--- src/rtl/ps2_arrow_receiver.sv ---
// PS/2 device-to-host frame receiver with arrow-key make/break decoding.
// Handshake: code_valid is a one-cycle strobe (no ready); scan_code is stable from that cycle until the next strobe.
module ps2_arrow_receiver #(
  parameter int FILTER_LEN     = 8,
  parameter int TIMEOUT_CYCLES = 50000
) (
  input  logic       clk,
  input  logic       rst_n,
  input  logic       ps2_clk,
  input  logic       ps2_data,
  output logic [7:0] scan_code,
  output logic       code_valid,
  output logic       frame_err,
  output logic       btnUp,
  output logic       btnDown,
  output logic       btnLeft,
  output logic       btnRight
);

  localparam int FW = $clog2(FILTER_LEN + 1);
  localparam int TW = $clog2(TIMEOUT_CYCLES + 1);
  localparam logic [FW-1:0] FILT_LAST = FW'(FILTER_LEN - 1);
  localparam logic [TW-1:0] TMO_LAST  = TW'(TIMEOUT_CYCLES - 1);

  typedef enum logic [2:0] {
    S_IDLE,
    S_DATA,
    S_PARITY,
    S_STOP,
    S_CHECK
  } state_t;

  logic          ps2_clk_s1_q, ps2_clk_s2_q;
  logic          ps2_data_s1_q, ps2_data_s2_q;
  logic          filt_clk_q, filt_clk_d;
  logic [FW-1:0] filt_cnt_q, filt_cnt_d;
  state_t        state_q, state_d;
  logic [2:0]    bitcnt_q, bitcnt_d;
  logic [7:0]    shift_q, shift_d;
  logic          parity_q, parity_d;
  logic [TW-1:0] tmo_cnt_q, tmo_cnt_d;
  logic [7:0]    scan_code_q, scan_code_d;
  logic          code_valid_q, code_valid_d;
  logic          frame_err_q, frame_err_d;
  logic          e0_q, e0_d;
  logic          f0_q, f0_d;
  logic          btn_up_q, btn_up_d;
  logic          btn_down_q, btn_down_d;
  logic          btn_left_q, btn_left_d;
  logic          btn_right_q, btn_right_d;
  logic          fall;

  always_comb begin
    filt_clk_d   = filt_clk_q;
    filt_cnt_d   = '0;
    state_d      = state_q;
    bitcnt_d     = bitcnt_q;
    shift_d      = shift_q;
    parity_d     = parity_q;
    tmo_cnt_d    = tmo_cnt_q;
    scan_code_d  = scan_code_q;
    code_valid_d = 1'b0;
    frame_err_d  = 1'b0;
    e0_d         = e0_q;
    f0_d         = f0_q;
    btn_up_d     = btn_up_q;
    btn_down_d   = btn_down_q;
    btn_left_d   = btn_left_q;
    btn_right_d  = btn_right_q;
    fall         = 1'b0;

    // The filtered clock flips only after FILTER_LEN samples in a row disagree with it.
    if (ps2_clk_s2_q != filt_clk_q) begin
      if (filt_cnt_q == FILT_LAST) begin
        filt_clk_d = ps2_clk_s2_q;
      end else begin
        filt_cnt_d = filt_cnt_q + FW'(1);
      end
    end
    fall = filt_clk_q & ~filt_clk_d;

    case (state_q)
      S_IDLE: begin
        tmo_cnt_d = '0;
        if (fall && !ps2_data_s2_q) begin
          state_d  = S_DATA;
          bitcnt_d = 3'd0;
        end
      end
      S_DATA: begin
        if (fall) begin
          shift_d = {ps2_data_s2_q, shift_q[7:1]};
          if (bitcnt_q == 3'd7) begin
            state_d = S_PARITY;
          end else begin
            bitcnt_d = bitcnt_q + 3'd1;
          end
        end
      end
      S_PARITY: begin
        if (fall) begin
          parity_d = ps2_data_s2_q;
          state_d  = S_STOP;
        end
      end
      S_STOP: begin
        // The verdict is registered on the stop edge so the strobe lands in the CHECK cycle.
        if (fall) begin
          state_d = S_CHECK;
          if ((^{shift_q, parity_q}) && ps2_data_s2_q) begin
            scan_code_d  = shift_q;
            code_valid_d = 1'b1;
          end else begin
            frame_err_d = 1'b1;
          end
        end
      end
      S_CHECK: begin
        state_d  = S_IDLE;
        bitcnt_d = 3'd0;
      end
      default: state_d = S_IDLE;
    endcase

    if (state_q == S_DATA || state_q == S_PARITY || state_q == S_STOP) begin
      if (fall) begin
        tmo_cnt_d = '0;
      end else if (tmo_cnt_q == TMO_LAST) begin
        tmo_cnt_d   = '0;
        frame_err_d = 1'b1;
        state_d     = S_IDLE;
      end else begin
        tmo_cnt_d = tmo_cnt_q + TW'(1);
      end
    end

    // Only E0-prefixed arrow codes move the buttons; keypad codes without E0 are ignored.
    if (code_valid_q) begin
      case (scan_code_q)
        8'hE0: e0_d = 1'b1;
        8'hF0: f0_d = 1'b1;
        default: begin
          if (e0_q) begin
            case (scan_code_q)
              8'h75:   btn_up_d    = ~f0_q;
              8'h72:   btn_down_d  = ~f0_q;
              8'h6B:   btn_left_d  = ~f0_q;
              8'h74:   btn_right_d = ~f0_q;
              default: ;
            endcase
          end
          e0_d = 1'b0;
          f0_d = 1'b0;
        end
      endcase
    end else if (frame_err_q) begin
      e0_d = 1'b0;
      f0_d = 1'b0;
    end
  end

  always_ff @(posedge clk) begin
    if (!rst_n) begin
      ps2_clk_s1_q  <= 1'b1;
      ps2_clk_s2_q  <= 1'b1;
      ps2_data_s1_q <= 1'b1;
      ps2_data_s2_q <= 1'b1;
      filt_clk_q    <= 1'b1;
      filt_cnt_q    <= '0;
      state_q       <= S_IDLE;
      bitcnt_q      <= 3'd0;
      shift_q       <= 8'h00;
      parity_q      <= 1'b0;
      tmo_cnt_q     <= '0;
      scan_code_q   <= 8'h00;
      code_valid_q  <= 1'b0;
      frame_err_q   <= 1'b0;
      e0_q          <= 1'b0;
      f0_q          <= 1'b0;
      btn_up_q      <= 1'b0;
      btn_down_q    <= 1'b0;
      btn_left_q    <= 1'b0;
      btn_right_q   <= 1'b0;
    end else begin
      ps2_clk_s1_q  <= ps2_clk;
      ps2_clk_s2_q  <= ps2_clk_s1_q;
      ps2_data_s1_q <= ps2_data;
      ps2_data_s2_q <= ps2_data_s1_q;
      filt_clk_q    <= filt_clk_d;
      filt_cnt_q    <= filt_cnt_d;
      state_q       <= state_d;
      bitcnt_q      <= bitcnt_d;
      shift_q       <= shift_d;
      parity_q      <= parity_d;
      tmo_cnt_q     <= tmo_cnt_d;
      scan_code_q   <= scan_code_d;
      code_valid_q  <= code_valid_d;
      frame_err_q   <= frame_err_d;
      e0_q          <= e0_d;
      f0_q          <= f0_d;
      btn_up_q      <= btn_up_d;
      btn_down_q    <= btn_down_d;
      btn_left_q    <= btn_left_d;
      btn_right_q   <= btn_right_d;
    end
  end

  assign scan_code  = scan_code_q;
  assign code_valid = code_valid_q;
  assign frame_err  = frame_err_q;
  assign btnUp      = btn_up_q;
  assign btnDown    = btn_down_q;
  assign btnLeft    = btn_left_q;
  assign btnRight   = btn_right_q;

endmodule

--- config.mk ---
export PLATFORM = sky130hd
export DESIGN_NAME = ps2_arrow_receiver
export DESIGN_NICKNAME = d
export VERILOG_FILES = /design/src/rtl/ps2_arrow_receiver.sv
export SDC_FILE = /design/constraint.sdc
export NUM_CORES = 1
export LEC_CHECK = 0
export ABC_CLOCK_PERIOD_IN_PS = 5950
export CAP_MARGIN = 20
export CELL_PAD_IN_SITES_DETAIL_PLACEMENT = 0
export CELL_PAD_IN_SITES_GLOBAL_PLACEMENT = 1
export CORE_MARGIN = 2
export CORE_UTILIZATION = 48
export CTS_CLUSTER_DIAMETER = 80
export DETAILED_ROUTE_END_ITERATION = 8
export GPL_ROUTABILITY_DRIVEN = 0
export GPL_TIMING_DRIVEN = 0
export PLACE_DENSITY = 0.85
export SYNTH_ARGS = -nofsm -noshare
export SYNTH_HDL_FRONTEND = slang
export SYNTH_SLANG_ARGS = --single-unit
export TNS_END_PERCENT = 1
--- constraint.sdc ---
create_clock -name clk -period 5.95 [get_ports clk]
set_clock_uncertainty 0.1 [all_clocks]
set_input_delay 0.595 -clock clk [delete_from_list [all_inputs] [get_ports clk]]
set_output_delay 0.595 -clock clk [all_outputs]
set_load 0.02 [all_outputs]
* Word level (Yosys, flattened, before mapping)
Index checks and enable logic that the tools add are counted. Widths: inputs -> output; s select.
Storage, ports and cells: register bits 56, input bits 4, output and inout bits 14, logic and storage cells 102
Cells by class: add/sub/neg operators 3, equality and inequality tests 19, multiplexer cells 31, bitwise operators 6, reductions and logical operators 23
Operator list (count):
- $mux 16 | 4
- $mux 3 | 11
- $eq 8x7->1 const B | 4
- $reduce_and 4->1 | 5
- $add 16x1->16 const B | 1
- $eq 16x16->1 const B | 1
- $eq 8x8->1 const B | 2
- $mux 1 | 12
- $pmux 3 s4 | 1
- $ne 2x2->1 const B | 5
- $pmux 3 s3 | 1
- $reduce_xor 9->1 | 1
- $reduce_and 2->1 | 4
- $eq 3x2->1 const B | 2
- $eq 3x3->1 const B | 2
- $reduce_and 3->1 | 2
- $not 1->1 | 5
- $add 4x1->4 const B | 1
- $eq 4x3->1 const B | 1
- $pmux 1 s2 | 2
- $reduce_bool 2->1 | 2
- $add 3x1->3 const B | 1
- $eq 3x1->1 const B | 1
- $logic_not 3->1 | 1
- other kinds (8) | 10

* Longest topological paths before layout
depth after elaboration 11, mapped depth 7, gate-level depth less buffers 7

* Worst setup path after synthesis
Ideal clock, no wire load.
path type register -> register, start reg tmo_cnt_q[0], end reg tmo_cnt_q[8], library setup time 74 ps, arrival time 1876 ps, required time 5776 ps, path slack 3900 ps, cell stages (with the launch flop) 8, clock period less this slack 2050 ps, cells stage by stage dfxtp_1 > ha_1 > and4b_1 > and4b_1 > or3_4 > buf_6 > or3_1 > a31oi_1
On the way: word-level cells in the longest chain between the ends 4
RTL lines:
- from (decl) | line 41 | logic [TW-1:0] tmo_cnt_q, tmo_cnt_d;
- from (signal assigned) | line 195 | tmo_cnt_q <= tmo_cnt_d;
- $add 16x1->16 or $eq 16x16->1 (tied branches) | line 133, 128
- $mux 16 (*) | line 128 | end else if (tmo_cnt_q == TMO_LAST) begin
- $mux 16 (*) | line 126 | if (fall) begin
- $mux 16 (*) | line 125 | if (state_q == S_DATA || state_q == S_PARITY || state_q == S_STOP) begin
Mark *: on every way between the ends. The rest lies on a longest branch, timed or not. A chain may end at the register's enable or synchronous reset.

* Final worst setup path
start reg tmo_cnt_q[0], end reg tmo_cnt_q[14]
Same word-level chain as after synthesis.

==> metrics.md <==
| Metric | Value |
|---|---|
| Final slew viol count | `0` |
| Starting DRT DRC Count | `134` |
| GRT Residual Overflow | `0` |
| Vias | `roughly 2400` |
| Vias in the first global route | `2217` |
| Area Overhead vs Synth | `13.27%` |
| Slew margin rel. | `0.4768` |
| Setup bufs post-CTS | `0` |
| CTS-repair resized insts | `0` |
| Worst Setup Start Kind | `flip-flop` |
| Ys Warns | `0` |
| CTS H-tree depth | `2` |
| Final TNS setup | `0 ns` |
| Most common cell after layout, fill and taps aside | `dfxtp_1` |
| First-pass GRT wire length | `roughly 10000 um` |
| Post-Route WL | `5933 um` |
| Number of top-level pins | `18` |
| # DRC | `0` |
| Synthesized area per cell | `approximately 8.6 um2` |
| Core area | `approximately 5400 um2` |
| Yosys reg bits | `56` |
| Synthesized area | `2686 um2` |
| Syn Nets | `319` |
| Crit path required time | `approximately 6.1 ns` |
| Final Setup Violations | `0` |
| Critical Path AT | `~2.7 ns` |
| Synth cell types | `50` |
| Fill cells | `527` |
| Layout cells sized above 1 | `0.05060` |
| Seq/Total Area, Yosys | `0.4173` |
| CTS Buf Count | `5` |
| Crit path capture type | `flip-flop` |
| Leading area contributor after synthesis | `dfxtp_1` |
| All-layer global routing usage | `0.2094` |
| Pleak | `between 0.0009 and 0.001 uW` |
| Cts hold-fix bufs | `0` |
| Detail Placement HPWL | `4301 um` |
| Detail Route Antenna Nets | `0` |
| First-pass iteration count of the detailed router | `4` |
| Achievable Freq | `just under 400 MHz` |
| Yosys top cell area share | `0.4173` |
| Ant diodes | `0` |
| Fin Hold WS | `0.3156 ns` |
| Clock transition at path regs | `0.10 ns` |
| Avg WL per Cell | `14.54 um` |
| DR vias/cell | `5.767` |
| Largest net degree at the start of global routing | `20` |
| Peak VDD IR | `about 0.00013 V` |
| Most frequent cells in the layout | `56 x dfxtp_1, 34 x nor2_1, 19 x nand2_1` |
| Worst skew pair latency | `0.32 ns` |
| Initial antenna violation count | `0` |
| Clk root buf | `clkbuf_8` |
| CP max FO | `10` |
| Hold crit path type | `reg2reg` |
| Cell Pwr Density | `~200 nW/um2` |
| Fin crit share | `0.4324` |
| CTS tree | `yes` |
| Initial Util | `0.4939` |
| Asr flop ratio synth | `0` |
| Post-route minimum period | `2.573 ns` |
| Kind of critical path | `reg2reg` |
| Total Nets Final | `approximately 340` |
| Port-buffer cells | `17` |
| Slew at the pin with the worst max-slew slack | `0.7788 ns` |
| Final Hold Viols | `0` |
| EDFF count, synth | `0` |
| Synth Flop Type | `dfxtp_1` |
| Die extent in y | `78.81 um` |
| Maxcap violations | `0` |
| Chip Width | `a little under 80 um` |
| RSZ-0062 raised after global routing | `false` |
| Row count | `27` |
| Cells after Synth | `just over 300` |
| Clock net sink count | `56` |
| Outcome | `finished, final reports clean` |
| Clock buffer depth | `2` |
| Die Footprint | `6211 um2` |
| Synth area leaders | `dfxtp_1 42%, nor2_1 4.8%, mux2i_1 4.5%` |
## cell usage after synthesis, drive strengths merged, types with 5 or more instances
cell type	number
nor4	8
o21ai	12
nand2	19
xnor2	5
inv	6
nand2b	10
mux2i	12
nand4	16
nand3b	6
a21oi	18
dfxtp	56
nor2	34
nor3	8
or3	9
clkbuf	11
a31oi	5
xor2	5
nand3	13
o31ai	9
## flip-flops by register name, summed over array words and instances (netlist names)
| register | count |
|---|---|
| ps2_data_s1_q | 1 |
| state_q | 3 |
| ps2_data_s2_q | 1 |
| parity_q | 1 |
| btnLeft | 1 |
| ps2_clk_s2_q | 1 |
| code_valid | 1 |
| btnDown | 1 |
| frame_err | 1 |
| shift_q | 8 |
| btnUp | 1 |
| filt_cnt_q | 4 |
| scan_code | 8 |
| e0_q | 1 |
| btnRight | 1 |
| f0_q | 1 |
| filt_clk_q | 1 |
| tmo_cnt_q | 16 |
| ps2_clk_s1_q | 1 |
| bitcnt_q | 3 |
## path summary, 6_finish.rpt
kind                             startpoint                         end  slack [ns]  cells past startpoint
setup / recovery  tmo_cnt_q[0]$_SDFFE_PN0P_  tmo_cnt_q[14]$_SDFFE_PN0P_        3.38                      7
hold / removal      ps2_clk_s1_q$_SDFF_PN1_     ps2_clk_s2_q$_SDFF_PN1_        0.32                      1
setup reg to reg  tmo_cnt_q[0]$_SDFFE_PN0P_  tmo_cnt_q[14]$_SDFFE_PN0P_        3.38                      7
hold reg to reg     ps2_clk_s1_q$_SDFF_PN1_     ps2_clk_s2_q$_SDFF_PN1_        0.32                      1
## stage by stage
step                cells  worst slack (ns)  instance area, um2  utilization  power (uW)
global route          408             3.226                3043       0.5595       634.4
finish                408             3.377                3043       0.5595       611.6
detailed placement    400             3.449                2947       0.5418       399.7
CTS                   408             3.412                3043       0.5595       618.0
floorplan             311             3.900                2686            -       393.4
global placement      400             3.487                2947       0.5418       399.4
## critical path, cell delays in order (launching register included)
cell      delay (ns)
dfxtp_1         0.36
ha_1            0.25
and4b_1         0.20
and4b_1         0.21
clkbuf_1        0.25
nor3_1          0.71
o21ai_0         0.23
a21oi_1         0.19
## power breakdown
part	switching (uW)	leakage, uW	internal, uW	total, uW
sequential	0.873	0.000452	376	377
clock	134	0.0000463	86.7	221
combinational	9.78	0.000479	4.19	14.0
total	145	0.000977	467	612
## logic make-up after synthesis
logic type               Yosys count  synth area share
AO/OA/AOI/OAI                     61            0.1435
XOR/XNOR                          11           0.04378
adder cells (fa/ha/maj)            4           0.01863
buffers and inverters             22           0.03493
flip-flops                        56            0.4173
multiplexers                      12           0.04472
AND/OR/NAND/NOR                  145            0.2972
## per-layer routing
metal	track usage	vias to the layer above	routed length, um
met5	0	-	0
met4	0.07414	0	79
met3	0.03068	7	320
met2	0.3359	60	2675
met1	0.2889	1094	2857
li1	-	1192	-
## final cells by class
type | instances | area [um2] | share of cell area
inverter | 7 | 26.28 | 0.008635
timing repair buffer | 17 | 170.2 | 0.05592
clock inverter | 3 | 27.53 | 0.009046
tap | 72 | 90.09 | 0.02961
clock buffer | 5 | 68.82 | 0.02262
multi-input combinational | 233 | 1471 | 0.4836
buffer | 15 | 67.56 | 0.02220
sequential | 56 | 1121 | 0.3684
Power figures use the tool's default switching activity.
